`config.mk`:
```
export PLATFORM = sky130hd
export DESIGN_NAME = dls_voter
export DESIGN_NICKNAME = d
export VERILOG_FILES = /design/src/rtl/dls_voter.sv
export SDC_FILE = /design/constraint.sdc
export NUM_CORES = 1
export LEC_CHECK = 0
export ABC_CLOCK_PERIOD_IN_PS = 920
export BUFFER_PORTS_ARGS = -buffer_cell sky130_fd_sc_hd__buf_2
export CAP_MARGIN = 20
export CORE_AREA = 3 3 65 67
export DETAILED_ROUTE_END_ITERATION = 8
export DIE_AREA = 0 0 68 70
export GPL_TIMING_DRIVEN = 0
export PLACE_DENSITY = 0.71
export SYNTH_ARGS = -nofsm -noshare
export SYNTH_HDL_FRONTEND = slang
export SYNTH_SLANG_ARGS = --single-unit
```
`constraint.sdc`:
```
create_clock -name vclk -period 0.92
set_input_delay 0.184 -clock vclk [all_inputs]
set_output_delay 0.184 -clock vclk [all_outputs]
set_load 0.05 [all_outputs]
```
`src/rtl/dls_voter.sv`:
```
// Purely combinational bitwise 2-of-3 majority voter.
//   a, b, c : WIDTH-bit inputs
//   y       : per-bit majority of a, b and c
module dls_voter #(
   parameter int WIDTH = 43
) (
   input  logic [WIDTH-1:0] a,
   input  logic [WIDTH-1:0] b,
   input  logic [WIDTH-1:0] c,
   output logic [WIDTH-1:0] y
);
   assign y = (a & b) | (a & c) | (b & c);
endmodule

```
==> results.md <==
* Area added between synthesis and finish at 443%
* Post-synthesis adder-cell area fraction at 100%
* Cts hold-fix bufs at 0
* Final instance area at about 2600 um^2
* P_leak at 1.23 nW
* Largest family of logic cells by synthesized area: adder cells
* Io pins at approximately 170
* Final Worst Setup Slack at -0.0355 ns
* Die Width at 68 um
* Setup violations, final at 43
* Initial antenna violation count at 0
* Setup TNS at -0.668 ns
* Maximum vdd drop at approximately 0.36 mV
* Period utilisation layout at 104%
* Final count of hold timing violations at 0
* Count of different cell masters after synthesis at 1
* Die area at about 4800 um^2
* Drt wl/cell at roughly 19 um
* Tightest Pin Transition at ~0.085 ns
* DP HPWL at 2680 um
* Dpl cell area at between 1000 and 1500 um^2
* Final std cells w/o fill at approximately 260
* Vias per cell at 4.28
* Max Fclk at between 1 and 1.5 GHz
* N_diodes at 0
* Post-CTS setup buffers at 0
* FF/Latch Area at 0 um^2
* Antenna viol nets, final at 0
* Remaining global-route overflow at 0
* Req. time, crit path at roughly 0.74 ns
* Syn_area_per_cell at approximately 11 um^2
* Commonest non-fill, non-tap cell in the layout: buf_6
* FFs & Latches at 0
* DRC viols at 0
* Worst-path fanout max at 1
* Inst Count DP at between 200 and 300
* Final Critical Period at 0.956 ns
* Initial core utilization at about an eighth
* Number of global-route vias before repair at between 1,000 and 1,500
* Launch point of the critical path: b[9]
* Die height at about 70 um
* Syn Std Cell Area at 484 um^2
* Max Cap Viol at 0
* Slew headroom at 94.3%
* Clkbuf count at 0
* Power density cells at a little over 700 nW/um^2
* Final Core Density at between 70% and 80%
* Largest net degree at the start of global routing at 2
* Global-route wire length before repair at ~6500 um
* Syn Nets at approximately 170
* Crit path arrival time at ~0.77 ns
* Layout cell share with drive strength beyond 1 at between 90% and 100%
* Synth Area in Simple Gates at 0%
* DRT Pass-1 Iters at 2
* Final Max Slew Viols at 0
* Compound-Gate Fraction of Synth Area at 0%
* Routability-driven placement congestion ratio at about 0.7
* Vias at around 1,100
* Core area at about 3700 um^2
* Startpoint type of the worst setup path: input pin
* Iter 0 DRT Violations at 14
* RSZ-0062 raised after global routing: true
* Crit. End Element: primary output
* GRT Total Usage at about 17%
* DRT Wirelength at 4910 um
* Post-place setup slack at -0.0684 ns
* Synth Warn # at 0
* WS Path Type: input pin to primary output
* Fillers at 245
* Seq/Total Area, Yosys at 0%
* Most frequent cells in the layout: buf_6 (127), maj3_2 (43), buf_8 (43)
* Post-synthesis mux area share at 0%
* Failing checks: negative setup slack
* Xor and xnor area share after synthesis at 0%
* HP Class: input pin to primary output
* # port buffers at between 150 and 200
* # rows at 22
* Nets at ~350
* Outcome: finished with violations
* Worst setup path end: y[9]
* Post-Syn Instances at 43
## worst min-delay path by stage
stage	start	to	slack [ns]	cells after the start
CTS	c[18]	y[18]	0.75	3
finish	a[1]	y[1]	0.75	3
detailed placement	b[30]	y[30]	0.85	3
global placement	b[15]	y[15]	0.84	3
global route	a[21]	y[21]	0.76	3
floorplan	b[0]	y[0]	0.69	1
## Yosys cell counts
| cell type | number | area share (%) |
|---|---|---|
| maj3_2 | 43 | 100 |
## where the power goes
group,total [mW],switching (mW),internal [mW]
Clock,0,0,0
Sequential,0,0,0
Combinational,1.86,0.823,1.04
Total,1.86,0.823,1.04
## logic make-up after synthesis
| family | Yosys count |
|---|---|
| fa+ha+maj | 43 |
## worst max-delay path, stage by stage
cell	delay (ns)
buf_6	0.09
maj3_2	0.33
buf_8	0.16
## per-stage QoR
stage	total power [mW]	hold slack [ns]
4_1_cts	1.76	0.751
3_3_place_gp	1.13	0.843
6_report	1.86	0.747
5_1_grt	1.92	0.757
2_1_floorplan	0.716	0.689
3_5_place_dp	1.14	0.847
## metal layers
metal	GRT usage, %	part of all wire (%)	up-vias	wire length, um
met5	0	0	-	0
met4	3.75	2.5	0	121
met3	3.38	10	10	504
met2	37.6	63	95	3080
met1	14.6	24	504	1200
li1	-	-	516	-
## what timing repair did
item / CTS / global route
gates resized for setup: 230 / 26
setup endpoints to repair: 43 / 43
pin swaps: 43 / 30
## layout make-up
cell class                      count  area, um^2  area share, %
Multi-Input combinational cell     43         484           18.4
Tap cell                           48        60.1           2.28
Timing Repair Buffer              172        2090           79.3
(Power assumes the default switching activity.)
